===== config.mk =====
export PLATFORM = sky130hd
export DESIGN_NAME = color_code_arbiter
export DESIGN_NICKNAME = d
export VERILOG_FILES = /design/src/rtl/color_code_arbiter.sv
export SDC_FILE = /design/constraint.sdc
export NUM_CORES = 1
export LEC_CHECK = 0
export ABC_AREA = 1
export CAP_MARGIN = 40
export CORE_MARGIN = 8
export CORE_UTILIZATION = 42
export CTS_BUF_LIST = sky130_fd_sc_hd__clkbuf_16
export DETAILED_ROUTE_END_ITERATION = 8
export GPL_ROUTABILITY_DRIVEN = 0
export PLACE_DENSITY = 0.82
export SYNTH_ARGS = -nofsm -noshare
export SYNTH_HDL_FRONTEND = slang
export SYNTH_SLANG_ARGS = --single-unit

===== constraint.sdc =====
create_clock -name clk -period 4.5 [get_ports clk]
set_input_delay 1.125 -clock clk [delete_from_list [all_inputs] [get_ports clk]]
set_output_delay 1.125 -clock clk [all_outputs]
set_load 0.01 [all_outputs]

===== src/rtl/color_code_arbiter.sv =====
// Round-robin arbiter sharing one number-to-colour-pair lookup among N requesters.
// The granted number is looked up and registered, then returned tagged with the requester index.
module color_code_arbiter #(
    parameter int N   = 4,
    parameter int IDW = $clog2(N)
) (
    input  logic             clk,
    input  logic             rst,
    input  logic [N-1:0]     req_valid,
    input  logic [6*N-1:0]   req_num,
    output logic [N-1:0]     req_ready,
    output logic             resp_valid,
    input  logic             resp_ready,
    output logic [IDW-1:0]   resp_id,
    output logic [23:0]      resp_code
);

    // 12-bit RGB colour for one decimal digit.
    function automatic logic [11:0] digit_colour(input logic [3:0] d);
        logic [11:0] c;
        case (d)
            4'd0:    c = 12'h000;
            4'd1:    c = 12'hF00;
            4'd2:    c = 12'hF80;
            4'd3:    c = 12'hFF0;
            4'd4:    c = 12'h0F0;
            4'd5:    c = 12'h0FF;
            4'd6:    c = 12'h08F;
            4'd7:    c = 12'h00F;
            4'd8:    c = 12'hF0F;
            4'd9:    c = 12'hFFF;
            default: c = 12'h000;
        endcase
        return c;
    endfunction

    // Binary-to-BCD split followed by the per-digit colour map: {tens, ones}.
    function automatic logic [23:0] color_codes(input logic [5:0] num);
        logic [3:0] tens;
        logic [3:0] ones;
        tens = 4'(num / 6'd10);
        ones = 4'(num % 6'd10);
        return {digit_colour(tens), digit_colour(ones)};
    endfunction

    logic             resp_valid_q, resp_valid_d;
    logic [IDW-1:0]   resp_id_q,    resp_id_d;
    logic [23:0]      resp_code_q,  resp_code_d;
    logic [IDW-1:0]   ptr_q,        ptr_d;

    logic             can_accept_s;
    logic             grant_found_s;
    logic             grant_s;
    logic [IDW-1:0]   grant_idx_s;
    logic [5:0]       grant_num_s;

    assign can_accept_s = !rst && (!resp_valid_q || resp_ready);
    assign grant_s      = can_accept_s && grant_found_s;

    // Rotating priority search; scanning the farthest offset first lets the nearest one win.
    always_comb begin
        logic [IDW:0]   sum_v;
        logic [IDW-1:0] cand_v;
        grant_found_s = 1'b0;
        grant_idx_s   = '0;
        sum_v         = '0;
        cand_v        = '0;
        for (int k = N - 1; k >= 0; k--) begin
            sum_v  = {1'b0, ptr_q} + (IDW+1)'(k);
            cand_v = (sum_v >= (IDW+1)'(N)) ? IDW'(sum_v - (IDW+1)'(N)) : sum_v[IDW-1:0];
            if (req_valid[cand_v]) begin
                grant_found_s = 1'b1;
                grant_idx_s   = cand_v;
            end else begin
                grant_found_s = grant_found_s;
            end
        end
    end

    // One-hot ready toward the granted requester.
    always_comb begin
        req_ready = '0;
        if (grant_s) begin
            req_ready[grant_idx_s] = 1'b1;
        end else begin
            req_ready = '0;
        end
    end

    // Number mux feeding the single shared lookup.
    always_comb begin
        grant_num_s = 6'd0;
        for (int i = 0; i < N; i++) begin
            if (grant_idx_s == IDW'(i)) begin
                grant_num_s = req_num[6*i +: 6];
            end else begin
                grant_num_s = grant_num_s;
            end
        end
    end

    // Next state: load on grant, drop valid when a response leaves with nothing behind it.
    always_comb begin
        resp_valid_d = resp_valid_q;
        resp_id_d    = resp_id_q;
        resp_code_d  = resp_code_q;
        ptr_d        = ptr_q;
        if (grant_s) begin
            resp_valid_d = 1'b1;
            resp_id_d    = grant_idx_s;
            resp_code_d  = color_codes(grant_num_s);
            ptr_d        = (grant_idx_s == IDW'(N - 1)) ? '0 : grant_idx_s + IDW'(1);
        end else if (resp_valid_q && resp_ready) begin
            resp_valid_d = 1'b0;
        end else begin
            resp_valid_d = resp_valid_q;
        end
    end

    // State registers with synchronous reset taking priority.
    always_ff @(posedge clk) begin
        if (rst) begin
            resp_valid_q <= 1'b0;
            resp_id_q    <= '0;
            resp_code_q  <= 24'h000000;
            ptr_q        <= '0;
        end else begin
            resp_valid_q <= resp_valid_d;
            resp_id_q    <= resp_id_d;
            resp_code_q  <= resp_code_d;
            ptr_q        <= ptr_d;
        end
    end

    assign resp_valid = resp_valid_q;
    assign resp_id    = resp_id_q;
    assign resp_code  = resp_code_q;

endmodule


==> impl_metrics.toml, run 1 <==
[synthesis]
yosys.cell_types.count = 34
synth_fp_nets = 307
synth.avg_cell_area_um2 = 6.59
ys_seq_elements = 13
synthesis.area_um2 = 1770
synth.yosys.warnings = 0
post_synthesis_cells = 268
synth_seq_area_share = 0.147

[worst_setup_path]
timing.critical_path.mode_cell = "sky130_fd_sc_hd__nand2_2"
crit_type = "primary input to flop"
critPathMaxStageDelay_ns = 0.37
cp-end-kind = "flop"
cp_max_fo = 6
critical_path_arrival_ns = 4.52
critPathLaunchType = "primary input"
critPathSlowestCell = "sky130_fd_sc_hd__mux2_4"
worst_ep_required_time_ns = 4.63

[sta]
rsz0062_at_grt = "yes"
period_share = 0.975
fin_tns_setup_ns = 0
layout_skew_ns = 0.00333
setup_viol = 0
worst_slew_margin_rel = 0.766
hold_violations = 0
drv_slew = 0
max_freq_mhz = 228
worst-slew-pin-transition_ns = 0.351
post-route-min-period_ns = 4.39

[cells_and_area]
finish.cell_count_without_fillers = 425
final_layout_size_suffix_gt1_frac = 0.437
diodes = 0
fin_area_um2 = 3140
areaGrowthSynthToFinish_pct = 77.6
final_core_util = 0.778
final_nets = 415

[floorplanning]
die_h_um = 80.8
start_util = 0.438
core_area_um2 = 4030
io_pins = 62
floorplan.die_area_um2 = 6530
num_rows = 23
chipWidth_um = 80.8

[drt]
detailedRoute.firstPassIterationCount = 6
first_iter_violations = 117
vias_per_cell = 5.04
routedWlPerCell_um = 15.1
drc_violations_left = 0
postRouteAntennaNets = 0
post_detailed_routing_wire_length_mm = 6.41
route.vias.total = 2142

[place]
dpl.cell_count = 399
detailed_place_hpwl_mm = 4.21
place.port_buffers = 61
placement_cell_area_um2 = 2660

[cts]
clock-sinks = 13
inserted_clock_buffers = 3
clock_tree.htree_level_count = 1
clk_path_buf_depth = 2
clock_tree_from_tritoncts = "built"
path_clk_slew_ns = 0.05
clock_latency_ns = 0.24
clock_tree.root_cell = "sky130_fd_sc_hd__clkbuf_16"
cts_hold_buf = 0

[global_routing]
globalRouteTotalUtil = 0.192
grt_antenna_before_repair = 0
largest_net_degree_at_the_start_of_global_routing = 17
grt_overflow = 0
vias_in_the_first_global_route = 2254
grt_pass1_wl_mm = 10.2

[flow_run]
max_cap_violations = 0

[outcome]
status = "complete, no violations"

[hold_path]
worst_hold_path_type = "flop to flop"
[logic make-up (layout without fill, tap and decap cells)]
kind of cell | Yosys count | in the layout | share of synthesized area
adders and majority gates | 8 | 8 | 0.0567
xor gates and xnor gates | 1 | 1 | 0.00496
AOI/OAI and AO/OA | 39 | 39 | 0.133
and+or+nand+nor | 147 | 147 | 0.485
DFF | 13 | 13 | 0.147
muxes | 1 | 1 | 0.00638
buffers and inverters | 59 | 166 | 0.166
[critical path: cells and delay by family]
| kind | cells | cell delay [ns] |
|---|---|---|
| adder cells (fa/ha/maj) | 3 | 0.52 |
| AO/OA/AOI/OAI | 4 | 0.46 |
| buffers and inverters | 10 | 0.64 |
| multiplexers | 1 | 0.37 |
| AND/OR/NAND/NOR | 19 | 1.41 |
[repair_timing]
item,CTS,global route
buffers inserted,19,3
gates resized for setup,45,28
pin swaps,43,28
endpoints found under the setup margin,12,10
gates cloned,0,0
[path summary, 6_finish.rpt]
| path | start | end | slack, ns | cells after the start |
|---|---|---|---|---|
| worst max-delay path | req_valid[3] | resp_code[7] | 0.11 | 37 |
| worst min-delay path | resp_code[3] | resp_code[3] | 0.51 | 2 |
| worst max register to register | ptr_q[0] | resp_code[7] | 0.42 | 34 |
| worst min register to register | resp_code[3] | resp_code[3] | 0.51 | 2 |
[placed cells by master (no fill, tap or decap), types with 2 or more instances in the layout]
cell type,instances
sky130_fd_sc_hd__a21oi_4,3
sky130_fd_sc_hd__nand2_8,4
sky130_fd_sc_hd__inv_4,2
sky130_fd_sc_hd__buf_4,60
sky130_fd_sc_hd__a21oi_1,16
sky130_fd_sc_hd__nor2_4,3
sky130_fd_sc_hd__nand2_1,43
sky130_fd_sc_hd__nand2_2,16
sky130_fd_sc_hd__inv_1,24
sky130_fd_sc_hd__nor2_1,21
sky130_fd_sc_hd__nand4_1,2
sky130_fd_sc_hd__inv_2,10
sky130_fd_sc_hd__dfxtp_1,13
sky130_fd_sc_hd__buf_6,5
sky130_fd_sc_hd__inv_6,2
sky130_fd_sc_hd__o21ai_2,5
sky130_fd_sc_hd__clkdlybuf4s50_1,54
sky130_fd_sc_hd__ha_4,7
sky130_fd_sc_hd__dlygate4sd2_1,3
sky130_fd_sc_hd__o21ai_1,4
sky130_fd_sc_hd__clkbuf_2,3
sky130_fd_sc_hd__nand3_4,5
sky130_fd_sc_hd__o21ai_0,4
sky130_fd_sc_hd__nand2_4,21
sky130_fd_sc_hd__nor2_2,5
sky130_fd_sc_hd__nand3_1,15
sky130_fd_sc_hd__or2_1,3
sky130_fd_sc_hd__nand3_2,7
sky130_fd_sc_hd__clkbuf_16,3
[final cells by class]
type	count	area, um2
Clock buffer	3	75.1
Clock inverter	1	3.75
Fill cell	252	893
Inverter	37	154
Multi-Input combinational cell	196	1490
Sequential cell	13	260
Tap cell	50	62.6
Timing Repair Buffer	125	1090
[state kept, by name, indices dropped and copies added (netlist names)]
signal	cells
resp_id	2
ptr_q	2
resp_code	8
resp_valid	1
[stage by stage]
| stage | setup slack [ns] | hold WS, ns |
|---|---|---|
| floorplan | 0.00361 | 0.513 |
| global placement | -0.479 | 0.491 |
| detailed placement | -0.564 | 0.493 |
| CTS | 0.103 | 0.504 |
| global route | -0.0826 | 0.545 |
| finish | 0.110 | 0.510 |
[cells in the mapped netlist]
master                     instances  area (um2)
sky130_fd_sc_hd__clkbuf_1          3        11.3
sky130_fd_sc_hd__nor2_2            4        25.0
sky130_fd_sc_hd__nand3_4           2        35.0
sky130_fd_sc_hd__inv_1            31         116
sky130_fd_sc_hd__nand3_1          19        95.1
sky130_fd_sc_hd__o21a_1            1        7.51
sky130_fd_sc_hd__a21oi_4           1        16.3
sky130_fd_sc_hd__mux2_2            1        11.3
sky130_fd_sc_hd__nand2_2          11        68.8
sky130_fd_sc_hd__or2_1             3        18.8
sky130_fd_sc_hd__nor3_1            1        5.00
sky130_fd_sc_hd__a41oi_1           1        8.76
sky130_fd_sc_hd__inv_2             5        18.8
sky130_fd_sc_hd__xor2_1            1        8.76
sky130_fd_sc_hd__ha_1              8         100
sky130_fd_sc_hd__o21ai_0           9        45.0
sky130_fd_sc_hd__a21oi_1          18        90.1
sky130_fd_sc_hd__dfxtp_1          13         260
sky130_fd_sc_hd__o31ai_1           1        7.51
sky130_fd_sc_hd__nor3b_1           1        7.51
sky130_fd_sc_hd__nand2_8           3        60.1
sky130_fd_sc_hd__a22oi_1           1        7.51
sky130_fd_sc_hd__nand2_4          15         169
sky130_fd_sc_hd__inv_4             1        6.26
sky130_fd_sc_hd__buf_4            18         135
sky130_fd_sc_hd__o21bai_1          1        7.51
sky130_fd_sc_hd__buf_2             1        5.00
sky130_fd_sc_hd__nand3_2           6        60.1
sky130_fd_sc_hd__nand4_1           2        12.5
sky130_fd_sc_hd__a31oi_1           1        6.26
sky130_fd_sc_hd__nand2_1          55         206
sky130_fd_sc_hd__o21ai_1           4        20.0
sky130_fd_sc_hd__nor2_1           25        93.8
sky130_fd_sc_hd__a21boi_4          1        18.8
[routing by layer]
layer  global-route usage  vias to the layer above  part of all wire
li1                     -                     1053                 -
met1                0.199                     1007              0.39
met2                0.374                       64              0.55
met3               0.0309                       18             0.033
met4               0.0768                        0             0.026
met5                    0                        -                 0
Power of run 1 is left out: the tool's default activity adds up to more than one toggle a clock period on the data nets, which glitch-free logic cannot reach.
==> inputs of run 2 (changes only) <==
--- a/config.mk
+++ b/config.mk
@@ -6,13 +6,13 @@
 export NUM_CORES = 1
 export LEC_CHECK = 0
 export ABC_AREA = 1
-export CAP_MARGIN = 40
 export CORE_MARGIN = 8
 export CORE_UTILIZATION = 42
 export CTS_BUF_LIST = sky130_fd_sc_hd__clkbuf_16
 export DETAILED_ROUTE_END_ITERATION = 8
 export GPL_ROUTABILITY_DRIVEN = 0
 export PLACE_DENSITY = 0.82
+export SLEW_MARGIN = 20
 export SYNTH_ARGS = -nofsm -noshare
 export SYNTH_HDL_FRONTEND = slang
 export SYNTH_SLANG_ARGS = --single-unit
==> results of run 2 <==
Same layout as run 1: the final DEF is identical, and so are final timing and power.
Power of run 2 is left out for the same reason.
